[src/rtl/uart_xcvr_pkg.sv]
// uart_xcvr_pkg: shared parity modes, FSM encodings and sizing helper for uart_xcvr.
package uart_xcvr_pkg;

    localparam int PAR_NONE = 0;
    localparam int PAR_EVEN = 1;
    localparam int PAR_ODD  = 2;

    typedef enum logic [2:0] {
        TX_IDLE,
        TX_START,
        TX_DATA,
        TX_PARITY,
        TX_STOP
    } tx_state_t;

    typedef enum logic [2:0] {
        RX_IDLE,
        RX_START,
        RX_DATA,
        RX_PARITY,
        RX_STOP
    } rx_state_t;

    function automatic int clog2(input int v);
        int r = 0;
        while ((1 << r) < v) r++;
        return r;
    endfunction

endpackage

[src/rtl/uart_xcvr_fifo.sv]
// uart_xcvr_fifo: synchronous FIFO with wrap-bit pointers; push while full is
// accepted only when a pop frees the head slot in the same cycle.
module uart_xcvr_fifo
    import uart_xcvr_pkg::*;
#(
    parameter int WIDTH = 8,
    parameter int DEPTH = 8
) (
    input  logic             clk,
    input  logic             rst_n,
    input  logic             wr_en,
    input  logic [WIDTH-1:0] wr_data,
    input  logic             rd_en,
    output logic [WIDTH-1:0] rd_data,
    output logic             full,
    output logic             empty
);

    localparam int AW = clog2(DEPTH);

    logic [WIDTH-1:0] mem [DEPTH];
    logic [AW:0]      wr_ptr, rd_ptr;
    logic             do_wr, do_rd;

    assign empty   = wr_ptr == rd_ptr;
    assign full    = (wr_ptr[AW] != rd_ptr[AW]) && (wr_ptr[AW-1:0] == rd_ptr[AW-1:0]);
    assign do_rd   = rd_en && !empty;
    assign do_wr   = wr_en && (!full || do_rd);
    assign rd_data = empty ? '0 : mem[rd_ptr[AW-1:0]];

    always_ff @(posedge clk or negedge rst_n) begin
        if (!rst_n) begin
            wr_ptr <= '0;
            rd_ptr <= '0;
        end else begin
            if (do_wr) wr_ptr <= wr_ptr + 1'b1;
            if (do_rd) rd_ptr <= rd_ptr + 1'b1;
        end
    end

    always_ff @(posedge clk) begin
        if (do_wr) mem[wr_ptr[AW-1:0]] <= wr_data;
    end

endmodule

[src/rtl/uart_xcvr.sv]
// uart_xcvr: parametrised full-duplex UART, TX handshake and RX FIFO with sticky errors.
// Define UART_XCVR_LOOPBACK_EN to add the loopback port (internal TX line -> RX input).
module uart_xcvr
    import uart_xcvr_pkg::*;
#(
    parameter int CLK_DIV   = 868,
    parameter int DATA_BITS = 8,
    parameter int PARITY    = 0,
    parameter int STOP_BITS = 1,
    parameter int RX_DEPTH  = 8
) (
    input  logic                 clk,
    input  logic                 rst_n,
`ifdef UART_XCVR_LOOPBACK_EN
    input  logic                 loopback,
`endif
    input  logic [DATA_BITS-1:0] tx_data,
    input  logic                 tx_valid,
    output logic                 tx_ready,
    output logic                 tx_done,
    output logic [DATA_BITS-1:0] rx_data,
    output logic                 rx_valid,
    input  logic                 rx_ready,
    output logic                 rx_frame_err,
    output logic                 rx_par_err,
    output logic                 rx_overrun,
    input  logic                 err_clr,
    input  logic                 serial_in,
    output logic                 serial_out
);

    localparam int STOP_LEN = STOP_BITS * CLK_DIV;
    localparam int CW       = clog2(STOP_LEN + 1);
    localparam int BW       = clog2(DATA_BITS);

    localparam logic [CW-1:0] DIV_END  = CW'(CLK_DIV - 1);
    localparam logic [CW-1:0] HALF_END = CW'(CLK_DIV / 2 - 1);
    localparam logic [CW-1:0] STOP_END = CW'(STOP_LEN - 1);
    localparam logic [CW-1:0] DONE_AT  = CW'(STOP_LEN - 2);
    localparam logic [BW-1:0] BIT_END  = BW'(DATA_BITS - 1);
    localparam logic          ODD_BIT  = (PARITY == PAR_ODD);
    localparam logic          HAS_PAR  = (PARITY != PAR_NONE);

    tx_state_t            tx_state;
    logic [CW-1:0]        tx_cnt;
    logic [BW-1:0]        tx_bit;
    logic [DATA_BITS-1:0] tx_sh;
    logic                 tx_par, tx_line, tx_tick;

    rx_state_t            rx_state;
    logic [CW-1:0]        rx_cnt;
    logic [BW-1:0]        rx_bit;
    logic [DATA_BITS-1:0] rx_sh;
    logic                 rx_pbit, rx_src, sync1, rx_s, rx_prev, rx_tick;
    logic                 stop_smp, par_bad, push, pop, full, empty;

`ifdef UART_XCVR_LOOPBACK_EN
    assign rx_src     = loopback ? tx_line : serial_in;
    assign serial_out = loopback | tx_line;
`else
    assign rx_src     = serial_in;
    assign serial_out = tx_line;
`endif

    assign tx_tick = tx_cnt == DIV_END;

    always_ff @(posedge clk or negedge rst_n) begin
        if (!rst_n) begin
            tx_state <= TX_IDLE;
            tx_cnt   <= '0;
            tx_bit   <= '0;
            tx_sh    <= '0;
            tx_par   <= 1'b0;
            tx_line  <= 1'b1;
            tx_ready <= 1'b1;
            tx_done  <= 1'b0;
        end else begin
            tx_done <= 1'b0;
            tx_cnt  <= tx_cnt + 1'b1;
            case (tx_state)
                TX_IDLE: begin
                    tx_cnt <= '0;
                    if (tx_valid && tx_ready) begin
                        tx_state <= TX_START;
                        tx_sh    <= tx_data;
                        tx_par   <= ^tx_data ^ ODD_BIT;
                        tx_line  <= 1'b0;
                        tx_ready <= 1'b0;
                    end
                end
                TX_START: if (tx_tick) begin
                    tx_state <= TX_DATA;
                    tx_cnt   <= '0;
                    tx_bit   <= '0;
                    tx_line  <= tx_sh[0];
                end
                TX_DATA: if (tx_tick) begin
                    tx_cnt <= '0;
                    if (tx_bit == BIT_END) begin
                        tx_state <= HAS_PAR ? TX_PARITY : TX_STOP;
                        tx_line  <= HAS_PAR ? tx_par : 1'b1;
                    end else begin
                        tx_bit  <= tx_bit + 1'b1;
                        tx_sh   <= tx_sh >> 1;
                        tx_line <= tx_sh[1];
                    end
                end
                TX_PARITY: if (tx_tick) begin
                    tx_state <= TX_STOP;
                    tx_cnt   <= '0;
                    tx_line  <= 1'b1;
                end
                TX_STOP: begin
                    // registered pulse, so it is raised one cycle ahead to land on the last stop cycle
                    tx_done <= tx_cnt == DONE_AT;
                    if (tx_cnt == STOP_END) begin
                        tx_state <= TX_IDLE;
                        tx_ready <= 1'b1;
                    end
                end
                default: tx_state <= TX_IDLE;
            endcase
        end
    end

    always_ff @(posedge clk or negedge rst_n) begin
        if (!rst_n) begin
            sync1   <= 1'b1;
            rx_s    <= 1'b1;
            rx_prev <= 1'b1;
        end else begin
            sync1   <= rx_src;
            rx_s    <= sync1;
            rx_prev <= rx_s;
        end
    end

    assign rx_tick  = rx_cnt == DIV_END;
    assign stop_smp = (rx_state == RX_STOP) && rx_tick;
    assign par_bad  = HAS_PAR && ((^rx_sh ^ rx_pbit) != ODD_BIT);
    assign push     = stop_smp && rx_s;
    assign pop      = rx_valid && rx_ready;

    always_ff @(posedge clk or negedge rst_n) begin
        if (!rst_n) begin
            rx_state <= RX_IDLE;
            rx_cnt   <= '0;
            rx_bit   <= '0;
            rx_sh    <= '0;
            rx_pbit  <= 1'b0;
        end else begin
            rx_cnt <= rx_cnt + 1'b1;
            case (rx_state)
                RX_IDLE: begin
                    rx_cnt <= '0;
                    if (rx_prev && !rx_s) rx_state <= RX_START;
                end
                RX_START: if (rx_cnt == HALF_END) begin
                    rx_state <= rx_s ? RX_IDLE : RX_DATA;
                    rx_cnt   <= '0;
                    rx_bit   <= '0;
                end
                RX_DATA: if (rx_tick) begin
                    rx_cnt <= '0;
                    rx_sh  <= {rx_s, rx_sh[DATA_BITS-1:1]};
                    rx_bit <= rx_bit + 1'b1;
                    if (rx_bit == BIT_END) rx_state <= HAS_PAR ? RX_PARITY : RX_STOP;
                end
                RX_PARITY: if (rx_tick) begin
                    rx_state <= RX_STOP;
                    rx_cnt   <= '0;
                    rx_pbit  <= rx_s;
                end
                RX_STOP: if (rx_tick) rx_state <= RX_IDLE;
                default: rx_state <= RX_IDLE;
            endcase
        end
    end

    always_ff @(posedge clk or negedge rst_n) begin
        if (!rst_n) begin
            rx_frame_err <= 1'b0;
            rx_par_err   <= 1'b0;
            rx_overrun   <= 1'b0;
        end else begin
            rx_frame_err <= (stop_smp && !rx_s) || (rx_frame_err && !err_clr);
            rx_par_err   <= (push && par_bad) || (rx_par_err && !err_clr);
            rx_overrun   <= (push && full && !pop) || (rx_overrun && !err_clr);
        end
    end

    assign rx_valid = !empty;

    uart_xcvr_fifo #(
        .WIDTH(DATA_BITS),
        .DEPTH(RX_DEPTH)
    ) u_fifo (
        .clk     (clk),
        .rst_n   (rst_n),
        .wr_en   (push),
        .wr_data (rx_sh),
        .rd_en   (pop),
        .rd_data (rx_data),
        .full    (full),
        .empty   (empty)
    );

endmodule

[config.mk]
export PLATFORM = sky130hd
export DESIGN_NAME = uart_xcvr
export DESIGN_NICKNAME = d
export VERILOG_FILES = /design/src/rtl/uart_xcvr_pkg.sv /design/src/rtl/uart_xcvr_fifo.sv /design/src/rtl/uart_xcvr.sv
export SDC_FILE = /design/constraint.sdc
export NUM_CORES = 1
export LEC_CHECK = 0
export ABC_CLOCK_PERIOD_IN_PS = 3200
export CAP_MARGIN = 20
export CORE_MARGIN = 1
export CORE_UTILIZATION = 35
export DETAILED_ROUTE_END_ITERATION = 7
export PLACE_DENSITY = 0.5
export SYNTH_ARGS = -nofsm -noshare
export SYNTH_HDL_FRONTEND = slang
export SYNTH_SLANG_ARGS = --single-unit
[constraint.sdc]
create_clock -name clk -period 3.2 [get_ports clk]
set_clock_uncertainty 0.15 [all_clocks]
set_input_delay 0.96 -clock clk [delete_from_list [all_inputs] [get_ports clk]]
set_output_delay 0.96 -clock clk [all_outputs]
set_load 0.01 [all_outputs]
==> flow_summary.yaml <==
sta:
  finalHoldViolCount: 0
  finalCriticalPeriod_ps: 3090
  setup_violations: 0
  finalCritPeriodShare: 0.965
  fmax_ghz: 0.324
  timing.final.ws_setup_ps: 110
  rsz0062_at_grt: "false"
  final_max_slew_viol_count: 0
  tightest_slew_ps: 772
  relSlewSlack: 0.485
  tns_ps: 0
power_and_ir_drop:
  p_leak_nw: 2.83
  power.density_mw_per_mm2: 685
  irDropWorstVdd_v: 0.000372
synthesis:
  yosys.area.top_type: "edfxtp_1"
  yosysTopAreaCellShare: 0.334
  syn-instance-count: 391
  yosys.area_share.simple: 0.117
  synth_edf_count: 64
  syn_area_mm2: 0.00575
  syn_nets: 415
  synth_compound_area_frac: 0.0407
  avgSynthCellArea_um2: 14.7
  yosysWarningCount: 0
  synth_area_leaders: "edfxtp_1 33%, dfrtp_1 26%, mux4_2 6.3%, mux2_2 4.1%, nor2_1 2.8%"
  synth_adder_area_share: 0.0217
  ys_seq_elements: 129
  yosysUniqueCellTypes: 54
  yosys_most_used_dff: "edfxtp_1"
  synth_top_family_by_area: "multiplexers"
  async_reset_ff_frac: 0.504
  synthMuxAreaShare: 0.142
  ys_seq_area_frac: 0.618
  synth_xor_area_frac: 0.0396
critical_path:
  crit_path_max_fanout: 10
  crit_type: "reg2out"
  crit_arrival_ps: 1980
  cp-end-kind: "output pin"
  startpoint_type: "flop"
  required_ps: 2090
  r2r_slack_ps: 590
floorplanning:
  core-area_mm2: 0.0159
  die_h_um: 130
  initial_core_util: 0.361
  die-area_mm2: 0.0170
  dieWidth_um: 130
  rows: 46
  ios: 29
clock_tree:
  path_clk_slew_ps: 60
  cts_tree: "done"
  cts_buffers: 17
  cts_max_path_buffers: 2
  cts_sinks: 129
  insertion_delay_ps: 420
  cts_hold_buf: 0
  cts_max_level: 4
  cts_root_buffer: "clkbuf_16"
finish:
  n_fill_cell: 1475
  fin_cells: 675
  fin_area_mm2: 0.00696
  syn_to_final_growth_pct: 21.1
  layout-drive-gt1-share: 0.285
  n_antenna_cell: 0
  nets: 471
  post-route-util: 0.437
global_route:
  grt_pass1_vias: 3284
  grt_max_degree: 66
  grt_overflow: 0
  grt_pass1_wl_mm: 18.1
  antenna_found_initial: 0
  grt_usage: 0.147
detailed_routing:
  postRouteAntennaNets: 0
  drt-total-wl_mm: 11.2
  viasPerCell: 4.85
  wl_met3_um: 364
  route.detailed.drc: 0
  highest_layer: "met4"
  met1_length_mm: 5.64
  initialDrtViolationCount: 147
  drt-wirelength-per-cell_um: 16.6
  drt_first_pass_iters: 4
  num_vias: 3274
  routed-wl-met2_mm: 5.05
run:
  drv_cap: 0
placed_design:
  placed_area_mm2: 0.00634
  io_buffers: 28
  place.gp.congestion: 0.780
  post-place-ws_ps: 155
  dp_cells: 632
  hpwl_mm: 6.94
min_path:
  hp-class: "reg2reg"
status:
  status: "finished, final reports clean"
==> final cells by class <==
class,instances,area [um^2],area share
Sequential cell,129,3560,0.511
Clock buffer,17,425,0.0611
Inverter,11,41.3,0.00593
Multi-Input combinational cell,237,2100,0.301
Clock inverter,14,109,0.0156
Tap cell,216,270,0.0388
Timing Repair Buffer,51,464,0.0667
==> power by group <==
group	internal, mW	leakage [nW]	switching (mW)
sequential	1.83	1.54	0.118
combinational	0.544	1.03	0.516
clock	0.996	0.255	0.762
==> sequential cells by signal (all words and copies together), names as in the netlist <==
name / flops
tx_state: 3
tx_done: 1
u_fifo.wr_ptr: 4
tx_sh: 8
rx_frame_err: 1
rx_prev: 1
sync1: 1
rx_bit: 3
rx_overrun: 1
tx_bit: 3
rx_sh: 8
tx_ready: 1
rx_s: 1
u_fifo.rd_ptr: 4
rx_state: 3
tx_cnt: 10
serial_out: 1
rx_cnt: 10
u_fifo.mem: 64
rx_par_err: 1
==> cells in the final DEF (no fill, tap or decap), types with 9 or more instances in the layout <==
| master | netlist | final |
|---|---|---|
| nand3_1 | 14 | 14 |
| nor3_1 | 9 | 9 |
| edfxtp_1 | 64 | 64 |
| dfrtp_1 | 60 | 58 |
| xnor2_1 | 10 | 10 |
| inv_1 | 11 | 11 |
| buf_4 | 1 | 17 |
| mux2i_1 | 10 | 10 |
| clkbuf_16 | 0 | 18 |
| xor2_1 | 16 | 15 |
| mux2_2 | 21 | 21 |
| clkdlybuf4s50_1 | 0 | 18 |
| mux4_2 | 16 | 16 |
| ha_1 | 10 | 10 |
| nand2_1 | 13 | 13 |
| nor2_1 | 43 | 43 |
==> cells by family after synthesis <==
| group | after synthesis |
|---|---|
| adders and majority gates | 10 |
| muxes | 55 |
| buffers and inverters | 25 |
| xor gates and xnor gates | 26 |
| DFF | 129 |
| AOI/OAI and AO/OA | 25 |
| and+or+nand+nor | 121 |
==> stage by stage <==
step	hold WS (ps)	power (mW)
6_report	206	4.77
3_5_place_dp	199	2.93
5_1_grt	210	5.03
3_3_place_gp	198	2.92
2_1_floorplan	195	2.61
4_1_cts	207	4.73
==> routing by layer <==
| layer | vias to the layer above | global-route usage |
|---|---|---|
| met3 | 13 | 0.0504 |
| li1 | 1569 | - |
| met1 | 1650 | 0.210 |
| met2 | 42 | 0.206 |
| met5 | - | 0 |
| met4 | 0 | 0.0554 |
==> synthesized netlist by cell type (9+ instances only) <==
cell and instances:
inv_1 11, nor3_1 9, nand2_1 13, nand3_1 14
mux2_2 21, mux4_2 16, xnor2_1 10, ha_1 10
edfxtp_1 64, nor2_1 43, dfrtp_1 60, xor2_1 16
mux2i_1 10
==> worst max-delay path, stage by stage, from the launching register on <==
cell	delay, ps
dfrtp_2	380
buf_4	130
clkbuf_16	170
mux4_2	520
mux2i_1	160
nor2_1	60
buf_2	140
==> worst paths after layout <==
path / endpoint / depth (start not counted) / start
min in group asynchronous: tx_sh[5] / 2 / rst_n
max reg2reg: u_fifo.mem[1][5] / 4 / rx_state[1]
max in group asynchronous: rx_prev / 2 / rst_n
max: rx_data[4] / 6 / u_fifo.rd_ptr[0]
min: rx_s / 0 / sync1
min reg2reg: rx_s / 0 / sync1
==> repair_timing <==
action / in CTS / in global routing
setup buffers: 2 / 9
pin swaps: 1 / 1
endpoints found under the setup margin: 9 / 9
cloned: 1 / 1
hold endpoints to repair: 0 / 0
gates resized for setup: 30 / 16
No activity file was read; power rests on OpenSTA's default activity.
